## src/rtl/if_pc_ctrl.sv

```systemverilog
// if_pc_ctrl: IF-stage program counter sequencer with branch/flush redirect,
// deferred branch redirect while memory is busy, and continuous fetch request.
module if_pc_ctrl #(
  parameter logic [31:0] RESET_PC = 32'h0000_0000,
  parameter logic [31:0] PC_INC   = 32'd4
) (
  input  logic        clk,
  input  logic        rst_n,
  input  logic        stall,
  input  logic        branch_flag,
  input  logic [31:0] branch_target,
  input  logic        flush,
  input  logic [31:0] new_pc,
  input  logic        if_ack,
  output logic        ce,
  output logic        if_req,
  output logic [31:0] pc,
  output logic        inst_valid
);
  typedef enum logic {BOOT, FETCH} state_t;
  state_t      r_state, w_state_nxt;
  logic [31:0] r_pc, r_pend_pc, w_pc_nxt, w_pend_pc_nxt;
  logic        r_pend_vld, w_pend_vld_nxt, w_fetch;
  assign w_fetch    = r_state == FETCH;
  assign ce         = w_fetch;
  assign if_req     = w_fetch;
  assign pc         = r_pc;
  assign inst_valid = w_fetch & if_ack & ~stall & ~r_pend_vld & ~flush & ~branch_flag;
  always_ff @(posedge clk or negedge rst_n) begin
    if (!rst_n) begin
      r_state    <= BOOT;
      r_pc       <= RESET_PC;
      r_pend_vld <= 1'b0;
      r_pend_pc  <= 32'd0;
    end else begin
      r_state    <= w_state_nxt;
      r_pc       <= w_pc_nxt;
      r_pend_vld <= w_pend_vld_nxt;
      r_pend_pc  <= w_pend_pc_nxt;
    end
  end
  // A branch without an ack is parked until memory finishes the in-flight fetch
  always_comb begin
    w_state_nxt    = FETCH;
    w_pc_nxt       = r_pc;
    w_pend_vld_nxt = r_pend_vld;
    w_pend_pc_nxt  = r_pend_pc;
    if (w_fetch) begin
      if (flush) begin
        w_pc_nxt       = new_pc & ~32'd3;
        w_pend_vld_nxt = 1'b0;
      end else if (branch_flag && if_ack) begin
        w_pc_nxt       = branch_target & ~32'd3;
        w_pend_vld_nxt = 1'b0;
      end else if (branch_flag) begin
        w_pend_pc_nxt  = branch_target & ~32'd3;
        w_pend_vld_nxt = 1'b1;
      end else if (r_pend_vld && if_ack) begin
        w_pc_nxt       = r_pend_pc;
        w_pend_vld_nxt = 1'b0;
      end else if (if_ack && !stall) begin
        w_pc_nxt       = r_pc + PC_INC;
      end
    end
  end
endmodule

```

## config.mk

```make
export PLATFORM = sky130hd
export DESIGN_NAME = if_pc_ctrl
export DESIGN_NICKNAME = d
export VERILOG_FILES = /design/src/rtl/if_pc_ctrl.sv
export SDC_FILE = /design/constraint.sdc
export NUM_CORES = 1
export LEC_CHECK = 0
export ABC_AREA = 1
export BUFFER_PORTS_ARGS = -buffer_cell sky130_fd_sc_hd__buf_2
export CORE_MARGIN = 2
export CORE_UTILIZATION = 30
export CTS_CLUSTER_SIZE = 28
export DETAILED_ROUTE_END_ITERATION = 10
export PLACE_DENSITY = 0.47
export SYNTH_ARGS = -nofsm -noshare
export SYNTH_HDL_FRONTEND = slang
export SYNTH_SLANG_ARGS = --single-unit
```

## constraint.sdc

```tcl
create_clock -name clk -period 2.1 [get_ports clk]
set_clock_uncertainty 0.1 [all_clocks]
set_input_delay 0.63 -clock clk [delete_from_list [all_inputs] [get_ports clk]]
set_output_delay 0.63 -clock clk [all_outputs]
set_load 0.02 [all_outputs]
```

==> summary.md, run 1 <==
| Metric | Value |
|---|---|
| CTS Hold Bufs | `0` |
| Core Rows | `43` |
| CP Class | `in2out` |
| Mean Syn Cell Area | `6.376 um^2` |
| Design area | `0.005389 mm^2` |
| DIE HEIGHT | `124.0 um` |
| Vias per cell | `4.525` |
| Setup repair after global routing missed its margin | `false` |
| Die span in x | `124.0 um` |
| Core box area | `0.01399 mm^2` |
| Worst Path Buf+Inv | `3` |
| First-pass GRT wire length | `between 20000 and 25000 um` |
| Count of state elements after synthesis | `62` |
| Die area | `0.01536 mm^2` |
| GP Congestion | `0.8854` |
| Startpoint types | `primary input` |
| Port-buffer cells | `98` |
| CP endpoint kind | `output pin` |
| Leak Pwr | `~2.9 nW` |
| Clk pwr share | `33.2%` |
| Clk_lat worst skew | `0.34 ns` |
| CP delay by family, top | `buffers and inverters` |
| Max stage delay on crit path | `0.21 ns` |
| Setup TNS | `0 ns` |
| CP arrival | `between 1 and 1.5 ns` |
| Sequential power share | `roughly two fifths` |
| CTS tree | `yes` |
| Starting Density | `30.86%` |
| Net Sw Frac | `34.84%` |
| Via count | `4326` |
| Total CTS buffers | `9` |
| Reg2Reg Depth | `12` |
| Initial antenna violation count | `0` |
| Synth cell types | `32` |
| Type of the tightest min-delay check | `in2async` |
| DRC viols | `0` |
| YS warnings | `0` |
| Dpl cells | `940` |
| Final wirelength | `about 13000 um` |
| Run status | `finished, final reports clean` |
| Cell area after synthesis | `0.004317 mm^2` |
| Worst path cell trace | `buf_2, inv_2, or2_1, nor2_1, buf_2` |
| Initial DRT Pass Iterations | `4` |
| Number of max-cap violations | `0` |
| Share of layout cells above drive strength 1 | `20.88%` |
| Antenna Cells | `0` |
| Clock sink count | `slightly above 60` |
| Switch Pwr | `1.453 mW` |
| Cell internal pwr | `between 2 and 3 mW` |
| Comb power frac | `27.3%` |
| Antenna Nets Post-Route | `0` |
| Placed inst area | `around 0.0051 mm^2` |
| Worst Path Max Fanout | `3` |
| Final Max Tran Viols | `0` |
| Post-Layout Cell Count | `~960` |
| Final nets | `around 840` |
| Clock slew at reported path FFs | `0.05 ns` |
| Final hold slack | `0.1463 ns` |
| GRT Util Overall | `18.73%` |
| CTS root buf | `clkbuf_16` |
| IO Pins | `105` |
| WL/cell | `14.06 um` |
| Seq/Total Area, Yosys | `35.94%` |
| Area delta synth->final | `24.84%` |
| WP depth | `5` |
| Cell mode on critical path | `buf_2` |
| Remaining global-route overflow | `0` |
| Worst vdd ir | `roughly 0.41 mV` |
| Post-DP HPWL | `between 9000 and 10000 um` |
| Power Dens Cells | `774.1 mW/mm^2` |
| Max Clk Rate | `501.7 MHz` |
| Starting DRT DRC Count | `between 300 and 400` |
| Vias in the first global route | `roughly 4k` |
| Worst EP required | `1.37 ns` |
| Largest net degree at the start of global routing | `59` |
| Final min period | `around 2.0 ns` |
| Worst-case clock buffer depth | `2` |
| Final period util | `94.92%` |
| Cells after synthesis | `677` |
| Final hold violations | `0` |
| Clock H-tree levels | `3` |
| Worst path slowest cell | `or2_1` |
| Final setup fails | `0` |
## timing repair
action,in CTS,in global routing
hold endpoints to repair,0,0
resized for setup,0,1
setup buffers,0,1
endpoints found under the setup margin,0,1
## synth_stat cells (all sizes together)
cell / n / area share, %
or2: 1 / 0.15
nand3: 44 / 5.1
nand4: 2 / 0.29
o211ai: 3 / 0.52
a21boi: 1 / 0.17
clkbuf: 8 / 0.70
buf: 22 / 2.6
and2: 1 / 0.15
nand2: 232 / 21
ha: 1 / 0.29
a211oi: 2 / 0.35
nor2: 151 / 15
o21bai: 1 / 0.17
xor2: 2 / 0.41
o22ai: 1 / 0.15
a21oi: 1 / 0.12
o21ai: 53 / 6.4
dfrtp: 62 / 36
conb: 2 / 0.17
mux2: 13 / 3.4
inv: 67 / 5.8
nand3b: 1 / 0.17
xnor2: 6 / 1.2
## power by group through the flow
stage	Sequential [mW]	Clock [mW]	Combinational, mW
final	1.65	1.39	1.14
after CTS	1.65	1.43	1.15
after global placement	1.66	0	1.14
after detailed placement	1.66	0	1.15
after global routing	1.68	1.49	1.30
after floorplan	1.74	0	0.620
## per-stage QoR
step                setup slack (ns)  util (%)  total power [mW]
floorplan                     0.2091         -             2.356
global placement             0.09148     36.53             2.793
detailed placement           0.09860     36.53             2.812
CTS                           0.1015     38.45             4.231
global route                0.008077     38.52             4.474
finish                        0.1067     38.52             4.172
## layout make-up
cell class | count | area [um^2]
Fill cell | 1582 | 8600
Multi-Input combinational cell | 519 | 2376
Sequential cell | 62 | 1551
Timing Repair Buffer | 113 | 715.7
Clock buffer | 14 | 264.0
Inverter | 67 | 251.5
Tap cell | 180 | 225.2
Clock inverter | 1 | 5.005
## routing by layer
layer / share of wire (%) / global-route usage (%)
met2: 45 / 28.64
met5: 0 / 0
met3: 5.4 / 2.427
met4: 1.6 / 6.882
met1: 48 / 27.03
## cell families (layout without fill, tap and decap cells)
logic type                 after synthesis  count (layout)  synth area share, %
DFF                                     62              62                35.94
and+or+nand+nor                        432             432                41.54
other                                    2               3               0.1740
buffers and inverters                   97             195                9.159
adders and majority gates                1               1               0.2898
AOI/OAI and AO/OA                       62              62                7.884
muxes                                   13              13                3.391
xor gates and xnor gates                 8               8                1.623
## registers in the layout (all words and copies together), names as in the netlist
signal / flops
r_pend_pc: 30
pc: 30
ce: 1
r_pend_vld: 1
## worst reg2reg max path, cell delays in order (launching register included)
cell     delay [ns]
dfrtp_1        0.39
ha_1           0.21
nand2_2        0.09
nor2_4         0.23
nand2_4        0.12
nor2_4         0.17
nand2_1        0.07
nand2_1        0.06
nand3_1        0.11
nand2_1        0.09
nand2_1        0.06
nand2_1        0.09
nand2_1        0.06
## path summary, 6_finish.rpt
check                        startpoint            end  slack [ns]
min                               rst_n  r_pend_pc[13]        0.15
min in group clk           r_pend_pc[4]   r_pend_pc[4]        0.38
max                              if_ack     inst_valid        0.11
max reg2reg                       pc[2]         pc[26]        0.14
min reg2reg                r_pend_pc[4]   r_pend_pc[4]        0.38
max in group asynchronous         rst_n  r_pend_pc[26]        1.22
## cell usage in the layout, fill, tap and decap left out, types with 2 or more instances in the layout
master and instances:
a211oi_1 2, buf_12 9, buf_2 98, buf_4 6
clkbuf_1 3, clkbuf_16 9, clkbuf_8 2, conb_1 3
dfrtp_1 62, inv_1 63, inv_2 3, mux2_2 13
nand2_1 223, nand2_2 6, nand2_4 3, nand3_1 44
nand4_1 2, nor2_1 140, nor2_2 3, nor2_4 8
o211ai_1 3, o21ai_0 50, o21ai_1 2, xnor2_1 6
xor2_1 2
No activity file was read; power rests on OpenSTA's default activity.
==> run 2: changes to the inputs <==
--- a/config.mk
+++ b/config.mk
@@ -7,11 +7,13 @@
 export LEC_CHECK = 0
 export ABC_AREA = 1
 export BUFFER_PORTS_ARGS = -buffer_cell sky130_fd_sc_hd__buf_2
+export CORE_ASPECT_RATIO = 0.5
 export CORE_MARGIN = 2
 export CORE_UTILIZATION = 30
 export CTS_CLUSTER_SIZE = 28
 export DETAILED_ROUTE_END_ITERATION = 10
 export PLACE_DENSITY = 0.47
+export SLEW_MARGIN = 20
 export SYNTH_ARGS = -nofsm -noshare
 export SYNTH_HDL_FRONTEND = slang
 export SYNTH_SLANG_ARGS = --single-unit
==> run 2 against run 1 <==
Sequential power about the same. Worst setup slack better by 0.010 ns. Final area grew 0.49%. Clock power grew 12%. Sequential share of layout area fell by 0.14 points. First-iteration DRC count fell by 46%. Utilization up 0.68 points. Clock-buffer cell count shrank 4. Flip-flop and latch count unchanged. Fmax up 0.52%. Die area increased by 0.38%.
==> summary.md, run 2 (same netlist as run 1, synthesis figures left out) <==
| Metric | Value |
|---|---|
| Setup TNS | `0 ns (unchanged)` |
| Post-DP HPWL | `9356 um (-5.0%)` |
| Type of the tightest min-delay check | `in2async` |
| Setup ws final | `0.1169 ns (+0.01024 ns)` |
| Startpoint types | `primary input` |
| DIE HEIGHT | `88.82 um (-28%)` |
| Final wirelength | `13020 um (-3.1%)` |
| IO Pins | `105 (unchanged)` |
| Worst-case clock buffer depth | `2 (unchanged)` |
| Net Sw Frac | `34.76% (-0.079 points)` |
| Worst Path Max Fanout | `3 (unchanged)` |
| Power Dens Cells | `797.2 mW/mm^2 (+3.0%)` |
| Area delta synth->final | `25.45%` |
| Most frequent cells in the layout | `223 x nand2_1, 140 x nor2_1, 98 x buf_2, 63 x inv_1, 62 x dfrtp_1` |
| Clk pwr share | `36.0% (+2.8 points)` |
| GRT Util Overall | `17.67% (-1.1 points)` |
| Total CTS buffers | `9 (unchanged)` |
| Core Rows | `30 (-30%)` |
| Vias in the first global route | `4097 (-0.32%)` |
| CP Class | `in2out` |
| WL/cell | `13.42 um (-4.5%)` |
| Final Max Tran Viols | `0 (unchanged)` |
| Cell internal pwr | `2.816 mW (+3.6%)` |
| Remaining global-route overflow | `0 (unchanged)` |
| CP arrival | `1.25 ns (about the same)` |
| Vias per cell | `4.510 (-0.33%)` |
| Overall power | `4.317 mW (+3.5%)` |
| Clock slew at reported path FFs | `0.06 ns (about the same)` |
| Final period util | `94.43% (-0.49 points)` |
| Reg2Reg Depth | `12 (unchanged)` |
| DRC viols | `0 (unchanged)` |
| Reg2reg start | `pc[2]` |
| GP Congestion | `0.8109 (-8.4%)` |
| Worst setup path end | `inst_valid` |
| Post-Layout Cell Count | `970 (+1.5%)` |
| Number of max-cap violations | `0 (unchanged)` |
| Clock H-tree levels | `3 (unchanged)` |
| Sequential power share | `38.1% (-1.4 points)` |
| Slack of the worst reg-to-reg path | `0.21 ns (+0.07 ns)` |
| Antenna Cells | `0 (unchanged)` |
| Clock sink count | `62 (unchanged)` |
| Initial DRT Pass Iterations | `4 (unchanged)` |
| Via count | `4375 (+1.1%)` |
| Core box area | `0.01381 mm^2 (-1.3%)` |
| Reg2reg end | `pc[28]` |
| Final setup fails | `0 (unchanged)` |
| Clk_lat worst skew | `0.34 ns (about the same)` |
| Leak Pwr | `2.876 nW (+0.22%)` |
| Setup repair after global routing missed its margin | `false` |
| Run status | `finished, final reports clean` |
| Max Clk Rate | `504.3 MHz (+0.52%)` |
| Dpl cells | `954 (+1.5%)` |
| Worst vdd ir | `0.3509 mV (-15%)` |
| Die area | `0.01542 mm^2 (+0.38%)` |
| Antenna Nets Post-Route | `0 (unchanged)` |
| CTS root buf | `clkbuf_16` |
| Switch Pwr | `1.501 mW (+3.3%)` |
| Starting DRT DRC Count | `190 (-46%)` |
| CTS Hold Bufs | `0 (unchanged)` |
| Starting Density | `31.25% (+0.39 points)` |
| Die span in x | `173.6 um (+40%)` |
| Final min period | `1.983 ns (-0.01024 ns)` |
| Final nets | `844 (+0.12%)` |
| Filler cell count in the final layout | `1579 (-0.19%)` |
| Comb power frac | `25.9% (-1.4 points)` |
| Worst Setup SP | `if_ack` |
| Share of layout cells above drive strength 1 | `21.59% (+0.72 points)` |
| Initial antenna violation count | `0 (unchanged)` |
| CTS tree | `yes` |
| Port-buffer cells | `98 (unchanged)` |
| Worst EP required | `1.37 ns (about the same)` |
| CP endpoint kind | `output pin` |
| Place WS | `0.1110 ns (+0.01237 ns)` |
| Largest net degree at the start of global routing | `63 (+6.8%)` |
| First-pass GRT wire length | `21120 um (-3.3%)` |
| Leading cell type in the layout, fill and taps excluded | `nand2_1` |
| Final hold violations | `0 (unchanged)` |
==> run 2: changes by cell type in the layout (fill, tap and decap cells not counted), moves of 2 or more <==
cell        previous run  this run
clkbuf_1               3         0
clkinv_4               0         3
buf_4                  6        10
clkinvlp_4             0         2
buf_12                 9         6
==> run 2: metal layers <==
metal	part of all wire, %	GRT usage (%)	up-vias
met4	0.69	3.438	0
met2	45	30.33	77
met1	50	23.31	2010
met5	0	0	-
li1	-	-	2279
met3	4.8	4.038	9
==> run 2: worst min-delay path by stage <==
stage	slack [ns]	end
floorplan	0.23	ce
global placement	0.37	r_pend_pc[31]
detailed placement	0.37	r_pend_pc[29]
CTS	0.22	r_pend_pc[7]
global route	0.24	r_pend_pc[3]
finish	0.20	r_pend_pc[8]
==> run 2: per-stage QoR <==
step           hold slack [ns]  cell area, um^2  util, %
2_1_floorplan           0.2344             4320        -
3_3_place_gp            0.3687             5102    36.94
3_5_place_dp            0.3741             5102    36.94
4_1_cts                 0.2183             5413    39.18
5_1_grt                 0.2381             5415    39.20
6_report                0.1985             5415    39.20
==> run 2: layout make-up <==
cell class / count / area, um^2 / share of cell area (%)
clock buffers: 10 / 239.0 / 4.413
clock inverters: 6 / 71.32 / 1.317
inverters: 67 / 251.5 / 4.644
multi-input cells: 519 / 2376 / 43.88
flip-flops and latches: 62 / 1551 / 28.65
well taps: 192 / 240.2 / 4.436
repair buffers: 114 / 685.7 / 12.66
==> run 2: power by group through the flow <==
stage | registers, mW | logic [mW] | clock network [mW]
CTS | 1.65 | 1.14 | 1.60
global route | 1.68 | 1.27 | 1.65
finish | 1.65 | 1.12 | 1.55
floorplan | 1.74 | 0.620 | 0
detailed placement | 1.67 | 1.13 | 0
global placement | 1.66 | 1.12 | 0
==> run 2: critical path, cell delays in order <==
cell and delay (ns):
buf_2 0.11, inv_2 0.04, or2_1 0.22, nor2_1 0.09, buf_2 0.16
==> run 2: what timing repair did <==
item / 4_1_cts / 5_1_grt
setup buffers: 0 / 0
resized for setup: 0 / 1
setup endpoints to repair: 0 / 1
